--- config.mk ---
export PLATFORM = sky130hd
export DESIGN_NAME = boot_loader_flat
export DESIGN_NICKNAME = d
export VERILOG_FILES = /design/src/rtl/boot_pkg.sv /design/src/rtl/boot_loader_if.sv /design/src/rtl/byte_packer.sv /design/src/rtl/boot_loader.sv /design/src/flat_wrapper.sv
export SDC_FILE = /design/constraint.sdc
export NUM_CORES = 1
export LEC_CHECK = 0
export CAP_MARGIN = 40
export CORE_MARGIN = 1
export CORE_UTILIZATION = 60
export CTS_BUF_LIST = sky130_fd_sc_hd__clkbuf_2 sky130_fd_sc_hd__clkbuf_4 sky130_fd_sc_hd__clkbuf_8
export DETAILED_ROUTE_END_ITERATION = 8
export GPL_TIMING_DRIVEN = 0
export PLACE_DENSITY = 0.9
export SLEW_MARGIN = 20
export SYNTH_ARGS = -nofsm -noshare
export SYNTH_HDL_FRONTEND = slang
export SYNTH_SLANG_ARGS = --single-unit
--- constraint.sdc ---
create_clock -name clk -period 5.55 [get_ports clk]
set_input_delay 1.11 -clock clk [delete_from_list [all_inputs] [get_ports clk]]
set_output_delay 1.11 -clock clk [all_outputs]
set_load 0.02 [all_outputs]
--- src/rtl/boot_pkg.sv ---
// ---------------------------------------------------------------------------
// boot_pkg
// Shared definitions for the boot loader: the loader state encoding and the
// image framing constants (bytes per instruction word, bytes in the length
// header).
// Optional feature macro used by the loader: BOOT_LOADER_CHECKSUM_EN.
// ---------------------------------------------------------------------------
package boot_pkg;

    typedef enum logic [2:0] {
        LEN   = 3'd0,
        LOAD  = 3'd1,
        WRITE = 3'd2,
        CHK   = 3'd3,
        DONE  = 3'd4,
        ERROR = 3'd5
    } state_e;

    localparam int BYTES_PER_WORD = 4;
    localparam int LEN_BYTES      = 4;

endpackage

--- src/rtl/boot_loader_if.sv ---
// ---------------------------------------------------------------------------
// boot_loader_if
// Groups the byte-stream handshake and the instruction-memory write port.
//   rx_data / rx_valid / rx_ready : byte stream, transfer on valid && ready
//   imem_write_enable / imem_address / imem_write_data : one-word write port
// Modports:
//   master : byte source side (drives rx_data/rx_valid, observes the rest)
//   slave  : boot loader side
// ---------------------------------------------------------------------------
interface boot_loader_if #(
    parameter int data_bits           = 32,
    parameter int memory_address_bits = 10
);
    logic [7:0]                     rx_data;
    logic                           rx_valid;
    logic                           rx_ready;
    logic                           imem_write_enable;
    logic [memory_address_bits-1:0] imem_address;
    logic [data_bits-1:0]           imem_write_data;

    modport master (
        output rx_data, rx_valid,
        input  rx_ready, imem_write_enable, imem_address, imem_write_data
    );

    modport slave (
        input  rx_data, rx_valid,
        output rx_ready, imem_write_enable, imem_address, imem_write_data
    );
endinterface

--- src/rtl/byte_packer.sv ---
// ---------------------------------------------------------------------------
// byte_packer
// Shifts accepted bytes into a 32-bit little-endian word: the first byte of
// a group of four ends up in bits [7:0].
// Ports:
//   clk, reset  : clock, synchronous active-high reset
//   in_valid    : a byte is accepted this cycle
//   in_byte     : the byte
//   word_next   : word including the byte accepted this cycle
//   word_full   : pulse, this cycle's byte completes a word
// ---------------------------------------------------------------------------
module byte_packer
    import boot_pkg::*;
(
    input  logic        clk,
    input  logic        reset,
    input  logic        in_valid,
    input  logic [7:0]  in_byte,
    output logic [31:0] word_next,
    output logic        word_full
);

    logic [1:0]  idx_q, idx_d;
    logic [31:0] word_q, word_d;

    always_comb begin
        word_d = word_q;
        idx_d  = idx_q;
        if (in_valid) begin
            // Shift right so the oldest byte lands in the low lane after four.
            word_d = {in_byte, word_q[31:8]};
            idx_d  = idx_q + 2'd1;
        end
    end

    // Completion is decoded from the pre-increment index so the consumer
    // sees the full word in the same cycle as the 4th byte.
    assign word_full = in_valid && (idx_q == 2'(BYTES_PER_WORD - 1));
    assign word_next = word_d;

    always_ff @(posedge clk) begin
        if (reset) begin
            idx_q  <= 2'd0;
            word_q <= 32'd0;
        end else begin
            idx_q  <= idx_d;
            word_q <= word_d;
        end
    end

endmodule

--- src/rtl/boot_loader.sv ---
// ---------------------------------------------------------------------------
// boot_loader
// Receives a program image as a byte stream (4-byte LE word count N, then N
// LE words) and writes it into instruction memory one word per strobe. The
// core is held in reset until the image is complete.
// Ports:
//   clk, reset    : clock, synchronous active-high reset
//   bus (slave)   : rx byte handshake + imem write port (boot_loader_if)
//   core_reset    : reset to the core, high until load completes
//   boot_done     : image loaded, core released (sticky)
//   boot_error    : image rejected, core held (sticky)
//   words_loaded  : number of words written so far
// Optional feature: define BOOT_LOADER_CHECKSUM_EN to require a trailing
// byte equal to the XOR of all data bytes before releasing the core.
// ---------------------------------------------------------------------------
module boot_loader
    import boot_pkg::*;
#(
    parameter int data_bits           = 32,
    parameter int memory_size         = 1024,
    parameter int memory_address_bits = $clog2(memory_size)
) (
    input  logic                         clk,
    input  logic                         reset,
    boot_loader_if.slave                 bus,
    output logic                         core_reset,
    output logic                         boot_done,
    output logic                         boot_error,
    output logic [memory_address_bits:0] words_loaded
);

    localparam int CNT_W = memory_address_bits + 1;

    state_e                         state_q, state_d;
    logic                           rx_ready_q, rx_ready_d;
    logic                           we_q, we_d;
    logic [memory_address_bits-1:0] addr_q, addr_d;
    logic [data_bits-1:0]           wdata_q, wdata_d;
    logic                           core_reset_q, core_reset_d;
    logic                           done_q, done_d;
    logic                           error_q, error_d;
    logic [CNT_W-1:0]               words_q, words_d;
    logic [CNT_W-1:0]               n_q, n_d;
`ifdef BOOT_LOADER_CHECKSUM_EN
    logic [7:0]                     csum_q, csum_d;
`endif

    logic        accept;
    logic        pack_valid;
    logic [31:0] word_next;
    logic        word_full;

    assign accept     = bus.rx_valid && rx_ready_q;
    assign pack_valid = accept && ((state_q == LEN) || (state_q == LOAD));

    byte_packer u_packer (
        .clk       (clk),
        .reset     (reset),
        .in_valid  (pack_valid),
        .in_byte   (bus.rx_data),
        .word_next (word_next),
        .word_full (word_full)
    );

    always_comb begin
        state_d = state_q;
        n_d     = n_q;
        words_d = words_q;
        addr_d  = addr_q;
        wdata_d = wdata_q;
`ifdef BOOT_LOADER_CHECKSUM_EN
        csum_d  = csum_q;
`endif
        case (state_q)
            LEN: begin
                if (word_full) begin
                    n_d = word_next[CNT_W-1:0];
                    if (word_next > 32'(memory_size)) begin
                        state_d = ERROR;
                    end else if (word_next == 32'd0) begin
`ifdef BOOT_LOADER_CHECKSUM_EN
                        state_d = CHK;
`else
                        state_d = DONE;
`endif
                    end else begin
                        state_d = LOAD;
                    end
                end
            end
            LOAD: begin
`ifdef BOOT_LOADER_CHECKSUM_EN
                if (accept) begin
                    csum_d = csum_q ^ bus.rx_data;
                end
`endif
                // Address and data are captured here so they are already
                // stable during the single WRITE cycle and held afterwards.
                if (word_full) begin
                    state_d = WRITE;
                    addr_d  = words_q[memory_address_bits-1:0];
                    wdata_d = word_next[data_bits-1:0];
                end
            end
            WRITE: begin
                words_d = words_q + 1'b1;
                if (words_d == n_q) begin
`ifdef BOOT_LOADER_CHECKSUM_EN
                    state_d = CHK;
`else
                    state_d = DONE;
`endif
                end else begin
                    state_d = LOAD;
                end
            end
`ifdef BOOT_LOADER_CHECKSUM_EN
            CHK: begin
                if (accept) begin
                    state_d = (bus.rx_data == csum_q) ? DONE : ERROR;
                end
            end
`endif
            DONE:    state_d = DONE;
            ERROR:   state_d = ERROR;
            default: state_d = ERROR;
        endcase

        // All outputs are registered and decoded from the next state, so they
        // line up with the state they describe.
        we_d         = (state_d == WRITE);
        rx_ready_d   = (state_d == LEN) || (state_d == LOAD) || (state_d == CHK);
        core_reset_d = (state_d != DONE);
        done_d       = (state_d == DONE);
        error_d      = (state_d == ERROR);
    end

    always_ff @(posedge clk) begin
        if (reset) begin
            state_q      <= LEN;
            rx_ready_q   <= 1'b0;
            we_q         <= 1'b0;
            addr_q       <= '0;
            wdata_q      <= '0;
            core_reset_q <= 1'b1;
            done_q       <= 1'b0;
            error_q      <= 1'b0;
            words_q      <= '0;
            n_q          <= '0;
`ifdef BOOT_LOADER_CHECKSUM_EN
            csum_q       <= 8'd0;
`endif
        end else begin
            state_q      <= state_d;
            rx_ready_q   <= rx_ready_d;
            we_q         <= we_d;
            addr_q       <= addr_d;
            wdata_q      <= wdata_d;
            core_reset_q <= core_reset_d;
            done_q       <= done_d;
            error_q      <= error_d;
            words_q      <= words_d;
            n_q          <= n_d;
`ifdef BOOT_LOADER_CHECKSUM_EN
            csum_q       <= csum_d;
`endif
        end
    end

    assign bus.rx_ready          = rx_ready_q;
    assign bus.imem_write_enable = we_q;
    assign bus.imem_address      = addr_q;
    assign bus.imem_write_data   = wdata_q;
    assign core_reset            = core_reset_q;
    assign boot_done             = done_q;
    assign boot_error            = error_q;
    assign words_loaded          = words_q;

endmodule

--- src/flat_wrapper.sv ---
// flat-port wrapper written by rule: the top's interface ports become plain ports
module boot_loader_flat import boot_pkg::*;
#(
    parameter int data_bits           = 32,
    parameter int memory_size         = 1024,
    parameter int memory_address_bits = $clog2(memory_size)
)
  (clk, reset, core_reset, boot_done, boot_error, words_loaded, bus_rx_data, bus_rx_valid, bus_rx_ready, bus_imem_write_enable, bus_imem_address, bus_imem_write_data);
  boot_loader_if #(.data_bits(data_bits), .memory_address_bits(memory_address_bits)) bus_i ();
  input  logic clk;
  input  logic reset;
  output logic core_reset;
  output logic boot_done;
  output logic boot_error;
  output logic [memory_address_bits:0] words_loaded;
  input wire logic [$bits(bus_i.rx_data)-1:0] bus_rx_data;
  input wire logic [$bits(bus_i.rx_valid)-1:0] bus_rx_valid;
  output wire logic [$bits(bus_i.rx_ready)-1:0] bus_rx_ready;
  output wire logic [$bits(bus_i.imem_write_enable)-1:0] bus_imem_write_enable;
  output wire logic [$bits(bus_i.imem_address)-1:0] bus_imem_address;
  output wire logic [$bits(bus_i.imem_write_data)-1:0] bus_imem_write_data;
  assign bus_i.rx_data = bus_rx_data;
  assign bus_i.rx_valid = bus_rx_valid;
  assign bus_rx_ready = bus_i.rx_ready;
  assign bus_imem_write_enable = bus_i.imem_write_enable;
  assign bus_imem_address = bus_i.imem_address;
  assign bus_imem_write_data = bus_i.imem_write_data;
  boot_loader #(.data_bits(data_bits), .memory_size(memory_size), .memory_address_bits(memory_address_bits)) u_core (.clk(clk), .reset(reset), .bus(bus_i), .core_reset(core_reset), .boot_done(boot_done), .boot_error(boot_error), .words_loaded(words_loaded));
endmodule
==> impl_metrics.json, run 1 <==
{
  "outcome": "finished clean",
  "htreeDepth": 3,
  "drt-initial-drc-count": 309,
  "synthFlopType": "dfxtp_1",
  "seqPwrFrac": 0.603,
  "synth.top_cell.area_share": 0.482,
  "setup_viol": 0,
  "post-dp-hpwl_microns": 8090,
  "power_mw": 1.28,
  "core_sq_um": 6940,
  "maxSlewHeadroom": 0.609,
  "drv_slew": 0,
  "cts_buffer_depth": 2,
  "drive_gt1_frac": 0.0648,
  "fin_crit_ns": 3.03,
  "synthesis.area_sq_um": 4400,
  "ant_nets": 0,
  "clk_latency_ns": 0.38,
  "synth.distinct_cells": 55,
  "synth_commonest_cells": "nand2_1 (179), dfxtp_1 (106), a21oi_1 (91), clkbuf_1 (27), nor2_1 (23)",
  "fill_cells": 516,
  "std_cell_rows": 30,
  "clk_pin_slew_worst_paths_ns": 0.10,
  "maxCapViolCount": 0,
  "io_pins": 69,
  "cts_root_buf": "clkbuf_8",
  "start_util": 0.634,
  "fp.dieW_microns": 87.6,
  "peakVddDrop_mv": 0.236,
  "track_usage": 0.312,
  "syn_avg_cell_area_sq_um": 8.01,
  "n_antenna_cell": 0,
  "drt_wl_total_microns": 11400,
  "stdcell_area_sq_um": 5380,
  "grt_max_degree": 20,
  "multi_input_area_sq_um": 2110,
  "worst_slack_ns": 2.52,
  "path_max_fanout": 10,
  "yosysMostFrequentCell": "nand2_1",
  "hold_class": "register to register",
  "yosys-top-cells-area": "dfxtp_1 (48%), nand2_1 (15%), a21oi_1 (10%)",
  "cts.sinks": 106,
  "post_cts_buffers": 0,
  "crit_path_end_kind": "register",
  "place_ws_ns": 2.19,
  "placed_cell_area_sq_um": 5200,
  "viasPerCell": 5.81,
  "cts_resized": 0,
  "synth_edf_count": 0,
  "drc": 0,
  "die_h_microns": 87.6,
  "synthArstFlopShare": 0,
  "cts_tree": "done",
  "rsz0062_at_grt": "false",
  "first_pass_iters": 5,
  "grt_pass1_wl_microns": 18500,
  "clock_skew_ns": 0.00774,
  "sw_frac_of_total": 0.253,
  "tightest_slew_ns": 0.586,
  "p_leak_nw": 1.78,
  "synth_cells": 549,
  "min_period_over_period": 0.546,
  "vias": 4235,
  "synth.largest_area_cell": "dfxtp_1",
  "timing.final.hold_violations": 0,
  "crit_arrival_ns": 3.33,
  "yosys_warnings": 0,
  "fin_tns_setup_ns": 0,
  "wl_per_cell_microns": 15.6,
  "ys_seq_area_frac": 0.482,
  "crit_path_max_incr_delay_ns": 0.49,
  "antenna_found_initial": 0,
  "holdBufCountCts": 0,
  "cts_buffers": 9,
  "p_switching_uw": 324,
  "intPower_uw": 957,
  "path_cells": "clkdlybuf4s50_1, and4bb_1, buf_4, and3_1, clkbuf_1, clkbuf_1, nand2_1, a21oi_1",
  "fmax_ghz": 0.330,
  "routabilityCongestion": 0.866,
  "area_growth_pct": 22.4,
  "p_per_area_nw_per_um2": 238,
  "startpoint_type": "primary input",
  "grt-ovfl-total": 0,
  "seq_area_sq_um": 2120,
  "grt_pass1_vias": 3867,
  "fp.dieArea_sq_um": 7680,
  "worst_ep_required_time_ns": 5.85,
  "rrSetupSlack_ns": 2.98,
  "finalCoreUtilization": 0.775,
  "worst-setup-path-type": "primary input to register",
  "p_clk_frac": 0.352,
  "cp_slowest_cell": "clkdlybuf4s50_1",
  "fin_nets": 641,
  "io_buffers": 68,
  "synth_seq_cells": 106,
  "critPathMostFrequentCell": "clkbuf_1",
  "power_frac_comb": 0.045,
  "synth_nets": 562
}
## cells by family (layout without fill, tap and decap cells)
kind of cell | Yosys count | count (layout) | share of synthesized area
compound gates | 117 | 117 | 0.153
buf+inv | 38 | 122 | 0.0390
flops | 106 | 106 | 0.482
fa+ha+maj | 2 | 2 | 0.00569
mux | 3 | 3 | 0.00796
xor+xnor | 24 | 24 | 0.0512
simple gates | 259 | 259 | 0.261
## worst max-delay path: cells and delay by family
kind / cells / cell delay, ns
AOI/OAI and AO/OA: 1 / 0.16
buffers and inverters: 4 / 1.50
and+or+nand+nor: 3 / 0.57
## flip-flops by register name, indices dropped and copies added (netlist names)
| signal | cells |
|---|---|
| u_core.state_q | 3 |
| u_core.bus.imem_address | 10 |
| u_core.n_q | 11 |
| u_core.core_reset | 1 |
| u_core.bus.rx_ready | 1 |
| u_core.boot_done | 1 |
| u_core.boot_error | 1 |
| u_core.words_loaded | 11 |
| u_core.bus.imem_write_data | 32 |
| u_core.u_packer.idx_q | 2 |
| u_core.u_packer.word_q | 32 |
| u_core.bus.imem_write_enable | 1 |
## cell type report
| type | instances | share of cell area |
|---|---|---|
| plain buffers | 38 | 0.0318 |
| clock buffers | 9 | 0.0230 |
| clock inverters | 7 | 0.0109 |
| multi-input cells | 405 | 0.391 |
| flip-flops and latches | 106 | 0.394 |
| well taps | 96 | 0.0223 |
| repair buffers | 68 | 0.126 |
## metrics by stage
step | hold WS [ns] | instances
6_report | 0.459 | 729
5_1_grt | 0.480 | 729
4_1_cts | 0.460 | 729
3_5_place_dp | 0.447 | 713
3_3_place_gp | 0.442 | 713
2_1_floorplan | 0.436 | 549
## power by group through the flow
stage,clock network [mW],logic (mW),registers (mW)
after detailed placement,0,0.0565,0.789
after global placement,0,0.0551,0.789
final,0.451,0.0578,0.772
after global routing,0.484,0.0631,0.773
after floorplan,0,0.0345,0.787
after CTS,0.456,0.0566,0.772
## placed cells by master, fill, tap and decap left out, types with 4 or more instances in the layout
cell | netlist | final
a211oi_1 | 5 | 5
inv_6 | 0 | 4
dfxtp_1 | 106 | 106
o21ai_0 | 5 | 5
nor4_1 | 8 | 8
xor2_1 | 9 | 9
clkbuf_8 | 0 | 9
nand2_1 | 179 | 179
a21oi_1 | 91 | 91
buf_2 | 5 | 5
clkdlybuf4s50_1 | 0 | 68
nor2_1 | 23 | 23
clkbuf_1 | 27 | 27
nand4_1 | 5 | 5
xnor2_1 | 14 | 14
nand3_1 | 8 | 8
nor3_1 | 11 | 11
## path summary, 6_finish.rpt
| check | start | endpoint | depth (start not counted) |
|---|---|---|---|
| setup / recovery | bus_rx_valid | u_core.bus.imem_address[2] | 8 |
| hold / removal | u_core.bus.imem_write_data[1] | u_core.bus.imem_write_data[1] | 2 |
| setup reg to reg | u_core.words_loaded[1] | u_core.core_reset | 7 |
| hold reg to reg | u_core.bus.imem_write_data[1] | u_core.bus.imem_write_data[1] | 2 |
## layer usage
layer	routed length, microns	share of wire	vias to the layer above	global-route usage
met5	0	0	-	0
met4	337	0.030	0	0.137
met3	774	0.068	37	0.0650
met2	5450	0.48	189	0.518
met1	4790	0.42	1999	0.393
li1	-	-	2010	-
Power figures use the tool's default switching activity.
==> inputs of run 2 (changes only) <==
--- a/config.mk
+++ b/config.mk
@@ -7,11 +7,11 @@
 export LEC_CHECK = 0
 export CAP_MARGIN = 40
 export CORE_MARGIN = 1
-export CORE_UTILIZATION = 60
+export CORE_UTILIZATION = 50
 export CTS_BUF_LIST = sky130_fd_sc_hd__clkbuf_2 sky130_fd_sc_hd__clkbuf_4 sky130_fd_sc_hd__clkbuf_8
 export DETAILED_ROUTE_END_ITERATION = 8
 export GPL_TIMING_DRIVEN = 0
-export PLACE_DENSITY = 0.9
+export PLACE_DENSITY = 0.8
 export SLEW_MARGIN = 20
 export SYNTH_ARGS = -nofsm -noshare
 export SYNTH_HDL_FRONTEND = slang
==> constraint.sdc (replaced) <==
create_clock -name clk -period 2.7 [get_ports clk]
set_input_delay 0.54 -clock clk [delete_from_list [all_inputs] [get_ports clk]]
set_output_delay 0.54 -clock clk [all_outputs]
set_load 0.02 [all_outputs]
==> impl_metrics.json, run 2 (synthesis gave the netlist of run 1 again) <==
{
  "outcome": "finished clean",
  "cts.sinks": 106,
  "worst_ep_required_time_ns": 2.95,
  "use_met2": 0.417,
  "io_buffers": 68,
  "clock_skew_ns": 0.00863,
  "grt_use_met3": 0.0292,
  "p_leak_nw": 1.78,
  "track_usage": 0.252,
  "met1_usage": 0.330,
  "clk_pin_slew_worst_paths_ns": 0.10,
  "crit_path_max_incr_delay_ns": 0.59,
  "grt_pass1_wl_microns": 18000,
  "clk_latency_ns": 0.37,
  "fin_crit_ns": 2.55,
  "drt_wl_total_microns": 10800,
  "startpoint_type": "register",
  "hold_class": "register to register",
  "io_pins": 69,
  "grt-ovfl-total": 0,
  "placed_cell_area_sq_um": 5210,
  "path_cells": "ha_1, nand2_1, xnor2_1, a22oi_1, or4_1, o31ai_1, a21oi_1",
  "p_per_area_nw_per_um2": 494,
  "timing.final.hold_violations": 0,
  "final-instance-count-excl-fill": 738,
  "start_util": 0.525,
  "first_pass_iters": 5,
  "ant_nets": 0,
  "tightest_slew_ns": 0.536,
  "routabilityCongestion": 0.882,
  "cp_slowest_cell": "or4_1",
  "n_antenna_cell": 0,
  "maxCapViolCount": 0,
  "wl_per_cell_microns": 14.7,
  "post_cts_buffers": 0,
  "final_cell_mix": "nand2_1 (179), dfxtp_1 (106), a21oi_1 (91)",
  "fp.dieW_microns": 95.8,
  "rsz0062_at_grt": "false",
  "cts_tree": "done",
  "cts_resized": 0,
  "dp_cells": 722,
  "maxSlewHeadroom": 0.642,
  "min_period_over_period": 0.944,
  "stdcell_area_sq_um": 5420,
  "die_h_microns": 95.8,
  "drv_slew": 0,
  "grt_pass1_vias": 3788,
  "top_usage_layer": "met2",
  "fin_nets": 641,
  "setup_viol": 0,
  "holdBufCountCts": 0,
  "worst_slack_ns": 0.152,
  "fp.dieArea_sq_um": 9180,
  "peakVddDrop_mv": 0.368,
  "drt-initial-drc-count": 218,
  "vias": 4119,
  "fin_hold_ws_ns": 0.460,
  "grt_max_degree": 19,
  "final_common_cell": "nand2_1",
  "drive_gt1_frac": 0.0648,
  "crit_path_end_kind": "register",
  "drc": 0,
  "post-dp-hpwl_microns": 7730,
  "core_sq_um": 8380,
  "place_ws_ns": -0.0587,
  "viasPerCell": 5.58,
  "antenna_found_initial": 0,
  "htreeDepth": 3,
  "cts_buffer_depth": 2,
  "cts_root_buf": "clkbuf_8",
  "power_mw": 2.68,
  "worst-setup-path-type": "register to register",
  "path_max_fanout": 9,
  "fmax_ghz": 0.392,
  "area_growth_pct": 23.1,
  "std_cell_rows": 33,
  "cts_buffers": 9,
  "crit_arrival_ns": 2.79
}
==> run 2: cell count changes in the layout (fill, tap and decap cells not counted) <==
cell	previous run	this run
clkbuf_8	9	11
inv_6	4	2
clkinv_2	1	0
clkinvlp_4	1	2
nor4_2	1	0
nor4_4	0	1
==> run 2: layer usage <==
metal	wire length, microns	vias up
met3	691	28
met5	0	-
met1	4820	1915
met4	273	0
li1	-	2018
met2	5030	158
==> run 2: through the flow <==
step	util	TNS, ns
2_1_floorplan	-	0
3_3_place_gp	0.622	-0.219
3_5_place_dp	0.622	-1.09
4_1_cts	0.645	0
5_1_grt	0.646	0
6_report	0.646	0
==> run 2: cell type report <==
class,instances,area (sq um)
buffer,38,171
clock buffer,11,151
clock inverter,5,43.8
fill,732,2970
multi-input combinational,405,2110
sequential,106,2120
tap,105,131
timing repair buffer,68,681
==> run 2: worst max-delay path, delay by kind of cell (launching register included) <==
family          cells  cell delay, ns
simple gates        2            0.83
flops               1            0.53
compound gates      3            0.50
fa+ha+maj           1            0.33
xor+xnor            1            0.23
==> run 2: path summary, 6_finish.rpt <==
| kind | start | endpoint | slack (ns) | depth (start not counted) |
|---|---|---|---|---|
| worst max-delay path | u_core.words_loaded[1] | u_core.state_q[0] | 0.15 | 7 |
| worst min-delay path | u_core.bus.imem_address[6] | u_core.bus.imem_address[6] | 0.46 | 2 |
| worst max register to register | u_core.words_loaded[1] | u_core.state_q[0] | 0.15 | 7 |
| worst min register to register | u_core.bus.imem_address[6] | u_core.bus.imem_address[6] | 0.46 | 2 |
==> run 2: power by group <==
group          internal (mW)  switching, mW
Sequential              1.57         0.0127
Clock                  0.400          0.570
Combinational         0.0409         0.0786
==> inputs of run 3 (changes only) <==
--- a/config.mk
+++ b/config.mk
@@ -7,11 +7,11 @@
 export LEC_CHECK = 0
 export CAP_MARGIN = 40
 export CORE_MARGIN = 1
-export CORE_UTILIZATION = 50
+export CORE_UTILIZATION = 41
 export CTS_BUF_LIST = sky130_fd_sc_hd__clkbuf_2 sky130_fd_sc_hd__clkbuf_4 sky130_fd_sc_hd__clkbuf_8
 export DETAILED_ROUTE_END_ITERATION = 8
 export GPL_TIMING_DRIVEN = 0
-export PLACE_DENSITY = 0.8
+export PLACE_DENSITY = 0.66
 export SLEW_MARGIN = 20
 export SYNTH_ARGS = -nofsm -noshare
 export SYNTH_HDL_FRONTEND = slang
==> constraint.sdc (replaced) <==
create_clock -name clk -period 3 [get_ports clk]
set_input_delay 0.6 -clock clk [delete_from_list [all_inputs] [get_ports clk]]
set_output_delay 0.6 -clock clk [all_outputs]
set_load 0.02 [all_outputs]
==> impl_metrics.json, run 3 (synthesis gave the netlist of run 1 again) <==
{
  "cts_root_buf": "clkbuf_8",
  "drt-initial-drc-count": 177,
  "grt_pass1_wl_microns": 18300,
  "r2r_end": "u_core.core_reset",
  "post_cts_buffers": 0,
  "drive_gt1_frac": 0.0633,
  "grt_max_degree": 18,
  "startpoint_type": "register",
  "seqPwrFrac": 0.592,
  "clk_latency_ns": 0.37,
  "stdcell_area_sq_um": 5440,
  "clk_pin_slew_worst_paths_ns": 0.09,
  "tightest_slew_ns": 0.562,
  "routabilityCongestion": 0.853,
  "fmax_ghz": 0.382,
  "min_to": "u_core.bus.imem_write_data[31]",
  "crit_start": "u_core.words_loaded[1]",
  "first_pass_iters": 5,
  "setup_viol": 0,
  "fp.dieW_microns": 106,
  "peakVddDrop_mv": 0.251,
  "grt_pass1_vias": 3816,
  "antenna_found_initial": 0,
  "post-dp-hpwl_microns": 8050,
  "worst_ep_required_time_ns": 3.26,
  "holdBufCountCts": 0,
  "drv_slew": 0,
  "intPower_mw": 1.84,
  "rrSetupSlack_ns": 0.38,
  "htreeDepth": 3,
  "cts_buffer_depth": 2,
  "vias": 4005,
  "wl_per_cell_microns": 14.4,
  "p_leak_nw": 1.78,
  "start_util": 0.424,
  "r2r_start": "u_core.words_loaded[1]",
  "p_per_area_nw_per_um2": 443,
  "placed_cell_area_sq_um": 5250,
  "p_clk_frac": 0.363,
  "crit_arrival_ns": 2.88,
  "io_buffers": 68,
  "grt-ovfl-total": 0,
  "crit_path_end_kind": "register",
  "holdPathStages": 2,
  "maxSlewHeadroom": 0.625,
  "p_switching_uw": 573,
  "n_antenna_cell": 0,
  "rsz0062_at_grt": "false",
  "outcome": "finished clean",
  "track_usage": 0.205,
  "timing.final.hold_violations": 0,
  "viasPerCell": 5.21,
  "drc": 0,
  "worstHoldStart": "u_core.bus.imem_write_data[31]",
  "power_frac_comb": 0.044,
  "cts_tree": "done",
  "hold_class": "register to register",
  "clock_skew_ns": 0.00812,
  "std_cell_rows": 37,
  "io_pins": 69,
  "fill_cells": 999,
  "area_growth_pct": 23.7,
  "final_cell_mix": "nand2_1 (179), dfxtp_1 (106), a21oi_1 (91)",
  "ant_nets": 0,
  "final-instance-count-excl-fill": 768,
  "drt_wl_total_microns": 11000,
  "die_h_microns": 106,
  "sw_frac_of_total": 0.238,
  "fp.dieArea_sq_um": 11100,
  "cts_buffers": 9,
  "reg2regPathDepth": 7,
  "min_period_over_period": 0.872,
  "maxCapViolCount": 0,
  "fin_tns_setup_ns": 0,
  "fin_crit_ns": 2.62,
  "path_max_fanout": 9,
  "final_common_cell": "nand2_1",
  "cts.sinks": 106,
  "dp_cells": 753,
  "worst-setup-path-type": "register to register",
  "core_sq_um": 10400,
  "fin_nets": 641,
  "cts_resized": 0
}
-- run 3: worst max path at each step --
| stage | endpoint | slack (ns) | cells past startpoint |
|---|---|---|---|
| 2_1_floorplan | u_core.core_reset | 0.77 | 7 |
| 3_3_place_gp | u_core.bus.imem_address[3] | 0.20 | 8 |
| 3_5_place_dp | u_core.bus.imem_write_data[20] | 0.18 | 8 |
| 4_1_cts | u_core.core_reset | 0.41 | 7 |
| 5_1_grt | u_core.boot_done | 0.18 | 7 |
| 6_report | u_core.core_reset | 0.38 | 7 |
-- run 3: layout make-up --
type | instances | area [sq um] | share of cell area
sequential | 106 | 2120 | 0.390
clock buffer | 9 | 124 | 0.0228
timing repair buffer | 68 | 681 | 0.125
buffer | 38 | 171 | 0.0315
multi-input combinational | 405 | 2110 | 0.387
tap | 136 | 170 | 0.0313
clock inverter | 6 | 67.6 | 0.0124
-- run 3: routing by layer --
metal  track usage  vias up  part of all wire
met5             0        -                 0
met4        0.0665        0             0.015
met3        0.0445       14             0.049
met2         0.331       97              0.45
met1         0.273     1890              0.48
li1              -     2004                 -
-- run 3: worst max-delay path, cell delays in order, from the launching register on --
cell      delay (ns)
dfxtp_1         0.51
ha_1            0.30
nand2_1         0.23
xnor2_1         0.23
a22oi_1         0.14
nor4_2          0.51
nand3_2         0.15
a2111o_1        0.42
-- run 3: power by group through the flow --
stage          clock (mW)  combinational (mW)  sequential (mW)
2_1_floorplan           0              0.0638             1.46
3_3_place_gp            0               0.105             1.46
3_5_place_dp            0               0.106             1.46
4_1_cts             0.887               0.107             1.43
5_1_grt             0.949               0.118             1.43
6_report            0.876               0.107             1.43
-- run 3: stage by stage --
| step | utilization | setup slack (ns) | hold WS (ns) | power (mW) |
|---|---|---|---|---|
| after CTS | 0.525 | 0.412 | 0.463 | 2.42 |
| after global placement | 0.506 | 0.198 | 0.445 | 1.56 |
| after floorplan | - | 0.767 | 0.436 | 1.52 |
| after detailed placement | 0.506 | 0.180 | 0.449 | 1.57 |
| after global routing | 0.525 | 0.180 | 0.478 | 2.50 |
| final | 0.525 | 0.385 | 0.460 | 2.41 |
